===== src/rtl/vga_timing_gen.sv =====
// ---------------------------------------------------------------------------
// vga_timing_gen
//
// Parametrised VGA raster timing generator. It replaces the old fixed
// 768x512 sync counter. It runs from the board system clock and advances
// one pixel position on every clock edge where pix_en is high.
// Line order is active, front porch, sync, back porch. Lines within a
// frame follow the same order.
//
// Every output is registered and is computed from the next-state counters.
// Sync, video_on and the strobes therefore describe the same pixel that
// hcount/vcount show, with no extra latency.
//
// Optional feature (macro TEST_PATTERN_EN):
//    Adds vgaRed/vgaGreen/vgaBlue. These draw eight vertical colour bars
//    with a one-pixel white border around the visible area. The bars need
//    H_ACTIVE >= 8.
//
// Ports:
//    clk         system clock
//    rst         asynchronous active-high reset
//    pix_en      pixel tick; state advances only on edges where it is 1
//    hcount      current pixel column (CW bits)
//    vcount      current line (CW bits)
//    video_on    high inside the visible H_ACTIVE x V_ACTIVE area
//    Hsync       horizontal sync, asserted level HS_POL
//    Vsync       vertical sync, asserted level VS_POL
//    line_end    one-clk pulse when hcount becomes H_TOTAL-1
//    frame_start one-clk pulse when (hcount,vcount) becomes (0,0)
//    vgaRed/vgaGreen/vgaBlue  test-pattern colour (TEST_PATTERN_EN only)
// ---------------------------------------------------------------------------
module vga_timing_gen #(
   parameter int CW       = 10,
   parameter int H_ACTIVE = 640,
   parameter int H_FP     = 16,
   parameter int H_SYNC   = 96,
   parameter int H_BP     = 48,
   parameter int V_ACTIVE = 480,
   parameter int V_FP     = 10,
   parameter int V_SYNC   = 2,
   parameter int V_BP     = 33,
   parameter bit HS_POL   = 1'b0,
   parameter bit VS_POL   = 1'b0,
   parameter int COLOR_W  = 4
) (
   input  logic               clk,
   input  logic               rst,
   input  logic               pix_en,
   output logic [CW-1:0]      hcount,
   output logic [CW-1:0]      vcount,
   output logic               video_on,
   output logic               Hsync,
   output logic               Vsync,
   output logic               line_end,
   output logic               frame_start
`ifdef TEST_PATTERN_EN
   ,
   output logic [COLOR_W-1:0] vgaRed,
   output logic [COLOR_W-1:0] vgaGreen,
   output logic [COLOR_W-1:0] vgaBlue
`endif
);

   localparam int H_TOTAL = H_ACTIVE + H_FP + H_SYNC + H_BP;
   localparam int V_TOTAL = V_ACTIVE + V_FP + V_SYNC + V_BP;

   localparam logic [CW-1:0] H_LAST   = CW'(H_TOTAL - 1);
   localparam logic [CW-1:0] V_LAST   = CW'(V_TOTAL - 1);
   localparam logic [CW-1:0] H_ACT    = CW'(H_ACTIVE);
   localparam logic [CW-1:0] V_ACT    = CW'(V_ACTIVE);
   localparam logic [CW-1:0] HS_FIRST = CW'(H_ACTIVE + H_FP);
   localparam logic [CW-1:0] HS_LAST  = CW'(H_ACTIVE + H_FP + H_SYNC - 1);
   localparam logic [CW-1:0] VS_FIRST = CW'(V_ACTIVE + V_FP);
   localparam logic [CW-1:0] VS_LAST  = CW'(V_ACTIVE + V_FP + V_SYNC - 1);

   logic [CW-1:0] r_hCount;
   logic [CW-1:0] r_vCount;
   logic          r_videoOn;
   logic          r_hsync;
   logic          r_vsync;
   logic          r_lineEnd;
   logic          r_frameStart;

   logic [CW-1:0] w_hNext;
   logic [CW-1:0] w_vNext;
   logic          w_videoOn;
   logic          w_hsync;
   logic          w_vsync;

   // Next raster position. The column wraps at the end of each line. The
   // line counter moves only on that wrap, so Vsync changes on the same
   // tick as vcount.
   always_comb begin
      w_hNext = r_hCount + CW'(1);
      w_vNext = r_vCount;
      if (r_hCount == H_LAST) begin
         w_hNext = '0;
         if (r_vCount == V_LAST) begin
            w_vNext = '0;
         end else begin
            w_vNext = r_vCount + CW'(1);
         end
      end
   end

   // Decode the next position. The registers below then hold a value that
   // describes the counters stored beside them.
   always_comb begin
      w_videoOn = (w_hNext < H_ACT) && (w_vNext < V_ACT);
      w_hsync   = ((w_hNext >= HS_FIRST) && (w_hNext <= HS_LAST)) ? HS_POL : !HS_POL;
      w_vsync   = ((w_vNext >= VS_FIRST) && (w_vNext <= VS_LAST)) ? VS_POL : !VS_POL;
   end

   // Reset parks the counters on the last position of the frame. The first
   // pixel tick after reset therefore lands on (0,0) and fires frame_start.
   // The strobes are cleared on every clock and are set only on enabled
   // edges. This keeps them one clock wide however pix_en is driven.
   always_ff @(posedge clk or posedge rst) begin
      if (rst) begin
         r_hCount     <= H_LAST;
         r_vCount     <= V_LAST;
         r_videoOn    <= 1'b0;
         r_hsync      <= !HS_POL;
         r_vsync      <= !VS_POL;
         r_lineEnd    <= 1'b0;
         r_frameStart <= 1'b0;
      end else begin
         r_lineEnd    <= 1'b0;
         r_frameStart <= 1'b0;
         if (pix_en) begin
            r_hCount     <= w_hNext;
            r_vCount     <= w_vNext;
            r_videoOn    <= w_videoOn;
            r_hsync      <= w_hsync;
            r_vsync      <= w_vsync;
            r_lineEnd    <= (w_hNext == H_LAST);
            r_frameStart <= (w_hNext == '0) && (w_vNext == '0);
         end
      end
   end

   assign hcount      = r_hCount;
   assign vcount      = r_vCount;
   assign video_on    = r_videoOn;
   assign Hsync       = r_hsync;
   assign Vsync       = r_vsync;
   assign line_end    = r_lineEnd;
   assign frame_start = r_frameStart;

`ifdef TEST_PATTERN_EN
   localparam logic [CW-1:0] BAR_W = CW'(H_ACTIVE / 8);

   logic [COLOR_W-1:0] r_red;
   logic [COLOR_W-1:0] r_green;
   logic [COLOR_W-1:0] r_blue;

   logic [CW-1:0]      w_barFull;
   logic [2:0]         w_bar;
   logic               w_border;

   // The bar index comes from the next column, so the colour lines up with
   // video_on. If H_ACTIVE is not a multiple of 8, the leftover columns on
   // the right are clamped into the last bar.
   always_comb begin
      w_barFull = w_hNext / BAR_W;
      w_bar     = (w_barFull > CW'(7)) ? 3'd7 : w_barFull[2:0];
      w_border  = (w_hNext == '0) || (w_hNext == H_ACT - CW'(1)) ||
                  (w_vNext == '0) || (w_vNext == V_ACT - CW'(1));
   end

   // The colour registers follow the same enable and hold rules as the
   // timing outputs. They are forced to black outside the visible area.
   always_ff @(posedge clk or posedge rst) begin
      if (rst) begin
         r_red   <= '0;
         r_green <= '0;
         r_blue  <= '0;
      end else if (pix_en) begin
         if (!w_videoOn) begin
            r_red   <= '0;
            r_green <= '0;
            r_blue  <= '0;
         end else if (w_border) begin
            r_red   <= '1;
            r_green <= '1;
            r_blue  <= '1;
         end else begin
            r_red   <= {COLOR_W{w_bar[2]}};
            r_green <= {COLOR_W{w_bar[1]}};
            r_blue  <= {COLOR_W{w_bar[0]}};
         end
      end
   end

   assign vgaRed   = r_red;
   assign vgaGreen = r_green;
   assign vgaBlue  = r_blue;
`endif

endmodule


===== config.mk =====
export PLATFORM = sky130hd
export DESIGN_NAME = vga_timing_gen
export DESIGN_NICKNAME = d
export VERILOG_FILES = /design/src/rtl/vga_timing_gen.sv
export SDC_FILE = /design/constraint.sdc
export NUM_CORES = 1
export LEC_CHECK = 0
export ABC_AREA = 1
export BUFFER_PORTS_ARGS = -buffer_cell sky130_fd_sc_hd__buf_2
export CAP_MARGIN = 20
export CELL_PAD_IN_SITES_DETAIL_PLACEMENT = 0
export CELL_PAD_IN_SITES_GLOBAL_PLACEMENT = 2
export CORE_MARGIN = 2
export CORE_UTILIZATION = 28
export DETAILED_ROUTE_END_ITERATION = 8
export PLACE_DENSITY = 0.76
export SYNTH_ARGS = -nofsm -noshare
export SYNTH_HDL_FRONTEND = slang
export SYNTH_SLANG_ARGS = --single-unit

===== constraint.sdc =====
create_clock -name clk -period 1.7 [get_ports clk]
set_input_delay 0.34 -clock clk [delete_from_list [all_inputs] [get_ports clk]]
set_output_delay 0.34 -clock clk [all_outputs]
set_load 0.01 [all_outputs]

### Word-level counts from Yosys, hierarchy flattened

Index checks and enable logic that the tools add are counted.

| word-level totals | value |
|---|---|
| register bits after elaboration | 25 |
| latch bits | 0 |
| bits in writable memories | 0 |
| ROM bits | 0 |
| bits of input ports | 3 |
| output and inout bits | 25 |
| memories | 0 |

| operators by class | value |
|---|---|
| add/sub/neg operators | 2 |
| multiply operators | 0 |
| div/mod/pow operators | 0 |
| magnitude comparators | 6 |
| equal/unequal tests | 3 |
| shift-type cells | 0 |
| multiplexer cells | 7 |
| bitwise operators | 0 |
| reduce and logical (&&, ||, !) cells | 6 |

Operators by type and width:

| kind | count |
|---|---|
| $eq A10 B10 Y1 const B | 3 |
| $mux W10 | 3 |
| $add A10 B1 Y10 const B | 2 |
| $logic_not A10 Y1 | 2 |
| $ge A10 B10 Y1 const B | 1 |
| $ge A10 B9 Y1 const B | 1 |
| $le A10 B10 Y1 const B | 1 |
| $le A10 B9 Y1 const B | 1 |
| $lt A10 B10 Y1 const B | 1 |
| $lt A10 B9 Y1 const B | 1 |
| $logic_and A1 B1 Y1 | 4 |
| $mux W1 | 4 |

### Depth between registers and ports, before layout

| logic depth | value |
|---|---|
| depth after elaboration | 6 |
| depth in mapped cells | 12 |
| mapped depth without buffers | 12 |

### Worst setup path before layout

No wires, ideal clock.

| timing | value |
|---|---|
| path kind | reg2reg |
| start point | register r_hCount[1] (netlist: hcount[1]) |
| end point | register r_videoOn (netlist: video_on) |
| setup time | 116 ps |
| data arrival time | 1751 ps |
| required time | 1584 ps |
| slack | -168 ps |
| cell stages (with the launch flop) | 11 |
| path buffers | 1 |
| period minus slack after synthesis | 1868 ps |
| cells stage by stage | dfstp_2 > ha_1 > nand2_2 > nor2_8 > nand4_4 > buf_6 > o21a_1 > nor2_1 > nand2_1 > nand2_1 > nand2_1 |

| between the ends | value |
|---|---|
| word-level cells in the longest chain between the ends | 4 |

RTL lines:

| element | RTL line | text |
|---|---|---|
| from (decl) | 76 | `logic [CW-1:0] r_hCount;` |
| from (signal assigned) | 131 | `r_hCount <= w_hNext;` |
| $add A10 B1 Y10 or $eq A10 B10 Y1 (tied branches) | 94, 96 |  |
| $mux W10 | 96 | `if (r_hCount == H_LAST) begin` |
| $lt A10 B10 Y1 or $lt A10 B9 Y1 (tied branches) | 109 | `w_videoOn = (w_hNext < H_ACT) && (w_vNext < V_ACT);` |
| $logic_and A1 B1 Y1 * | 109 |  |
| to (signal assigned) | 133 | `r_videoOn <= w_videoOn;` |
| to (decl) | 78 | `logic r_videoOn;` |

Every way passes the cells marked *; elsewhere a longest branch is shown, timed or not.
A chain may end at the register's enable or synchronous reset.

### Final worst setup path

Same ends and word-level chain as after synthesis.

==> reports/results.tsv <==
metric	value	unit
required	1870	ps
p_leak	1.370	nW
fin_ws	-134.1	ps
chipHeight	83.21	um
wl_per_cell	12.52	um
pre_cts_ws	-233.1	ps
synth-seq-area-share	0.3647	
wirelength	5271	um
ff2ff_setup_slack	-130	ps
htreeDepth	1	
vias	1869	
cts.clk_slew.worst_paths	90	ps
cts_buffers	3	
first_iter_violations	78	
grt_usage	0.1549	
synthArstFlopShare	1.000	
max_slew_margin	0.7719	
vdd.ir_drop.worst	0.5271	mV
fin_crit	1834	ps
synthToLayoutAreaGrowth	46.58	%
synth_edf_count	0	
arrival	2010	ps
hpwl	4151	um
synth.yosys.warnings	0	
antenna_found_initial	0	
drive_gt1_frac	0.3902	
cts_tree	built	
worst_slew_pin_slew	342.1	ps
die_w	83.21	um
violations	negative setup slack	
start_util	0.2932	
synth_cell_types	27	
power.density	966.0	nW/um^2
cpMostUsedCell	nand2_1	
synth_ff_type	dfrtp_1	
min_path_type	primary input to async pin	
num_antenna_cells	0	
crit_fanout	7	
gp_congestion	0.8138	
syn_nets	268	
rr_endpoint	video_on	
fin_nets	355	
io_buffers	27	
clock-sinks	25	
cpPeakStageDelay	570	ps
num_rows	28	
ant_nets	0	
hold_viol_final	0	
finClkSkew	4.496	ps
r2r-start	hcount[1]	
synth.avg_cell_area	6.756	sq um
grt_max_degree	26	
syn_area	1757	sq um
status	finished, violations left	
grt_pass1_wl	8735	um
core	5991	sq um
post-route-drc-count	0	
finalPower	0.002487	W
firstDrtPassIters	4	
synth.ff_latch_count	25	
clock-root-buffer	clkbuf_8	
slew_violations	0	
viasPerCell	4.439	
max-clock-path-buffers	2	
rr_worst_depth	10	
max_freq	545.2	MHz
maxCapViolCount	0	
first_global_vias	1789	
path_class	flop to flop	
period_share	1.079	
rsz0062_at_grt	yes	
critPathLaunchType	flop	
clock_latency	270	ps
synthCells	260	
grt-ovfl-total	0	
cpMaxStageDelayCell	dfstp_2	
cp-end-kind	flop	
dieArea	6923	sq um
io_pins	28	
path_cells	ha_4, nand2_4, nor2_8, nand4_4, buf_6, o21a_1, nor2_1, nand2_1, nand2_1, nand2_1	
setup_viol	8	
Yosys cell counts (3+ instances only):
master / number / area share
nand2_1: 87 / 0.19
inv_1: 34 / 0.073
nand4_1: 7 / 0.025
nor2_1: 31 / 0.066
ha_1: 5 / 0.036
nand3_1: 20 / 0.057
clkbuf_1: 4 / 0.0085
a21oi_1: 4 / 0.011
o21ai_0: 20 / 0.057
o21a_1: 3 / 0.013
dfstp_2: 12 / 0.18
dfrtp_1: 13 / 0.19
cells by family (layout without fill, tap and decap cells):
logic type | after synthesis | count (layout) | share of synthesized area
compound gates | 30 | 30 | 0.09687
xor+xnor | 2 | 2 | 0.009973
fa+ha+maj | 5 | 5 | 0.03561
buf+inv | 39 | 125 | 0.08760
flops | 25 | 25 | 0.3647
simple gates | 159 | 159 | 0.4053
through the flow:
stage	TNS (ps)	instances	hold slack, ps	instance area (sq um)	util
after floorplan	-213.3	260	358.4	1774	-
after global placement	-1237	413	418.4	2397	0.4002
after detailed placement	-1141	413	418.1	2397	0.4002
after CTS	-828.5	419	111.6	2491	0.4158
after global routing	-1819	421	126.2	2575	0.4298
final	-515.4	421	106.0	2575	0.4298
power by group:
part	total [W]	switching (W)	internal, W
Clock	0.000370	0.000202	0.000168
Sequential	0.000865	0.000103	0.000761
Combinational	0.00125	0.000678	0.000574
cell type report:
cell class	count	area, sq um
multi-input combinational	196	1067
clock buffer	4	45.04
timing repair buffer	87	600.6
tap	75	93.84
fill	658	3416
inverter	34	127.6
sequential	25	640.6
worst max-delay path, delay by kind of cell, from the launching register on:
family | cells | cell delay, ps
AO/OA/AOI/OAI | 1 | 200
adder cells (fa/ha/maj) | 1 | 150
buffers and inverters | 1 | 190
flip-flops | 1 | 570
AND/OR/NAND/NOR | 7 | 630
cells in the final DEF (no fill, tap or decap), drive strengths merged:
cell type and instances:
or2 2, nor3 2, dfstp 12, buf 87, nand3 21, ha 5, o21ai 20, inv 34
and2 2, dfrtp 13, nand2 89, o21a 3, o211ai 1, clkbuf 4, nor2 33, xor2 2
nand3b 2, a21oi 5, nand4 8, o21bai 1
what timing repair did:
| action | CTS | global route |
|---|---|---|
| hold buffers | 0 | 0 |
| endpoints found under the setup margin | 13 | 18 |
| pin swaps | 5 | 6 |
| resized for setup | 13 | 25 |
| buffers inserted | 2 | 2 |
how the worst max path moves through the flow:
stage,cells after the start,start,end
global route,11,hcount[1],video_on
floorplan,10,hcount[1],video_on
global placement,10,hcount[0],video_on
detailed placement,10,hcount[0],video_on
finish,10,hcount[1],video_on
CTS,12,hcount[1],frame_start
state kept, by name, indices dropped and copies added (netlist names):
| register | cells |
|---|---|
| Hsync | 1 |
| Vsync | 1 |
| line_end | 1 |
| frame_start | 1 |
| vcount | 10 |
| hcount | 10 |
| video_on | 1 |
metal layers:
| layer | wire length, um | GRT usage | part of all wire | vias to the layer above |
|---|---|---|---|---|
| li1 | - | - | - | 995 |
| met1 | 2719 | 0.2271 | 0.52 | 840 |
| met2 | 2299 | 0.2361 | 0.44 | 29 |
| met3 | 194 | 0.02286 | 0.037 | 5 |
| met4 | 58 | 0.04173 | 0.011 | 0 |
| met5 | 0 | 0 | 0 | - |
Power figures use the tool's default switching activity.
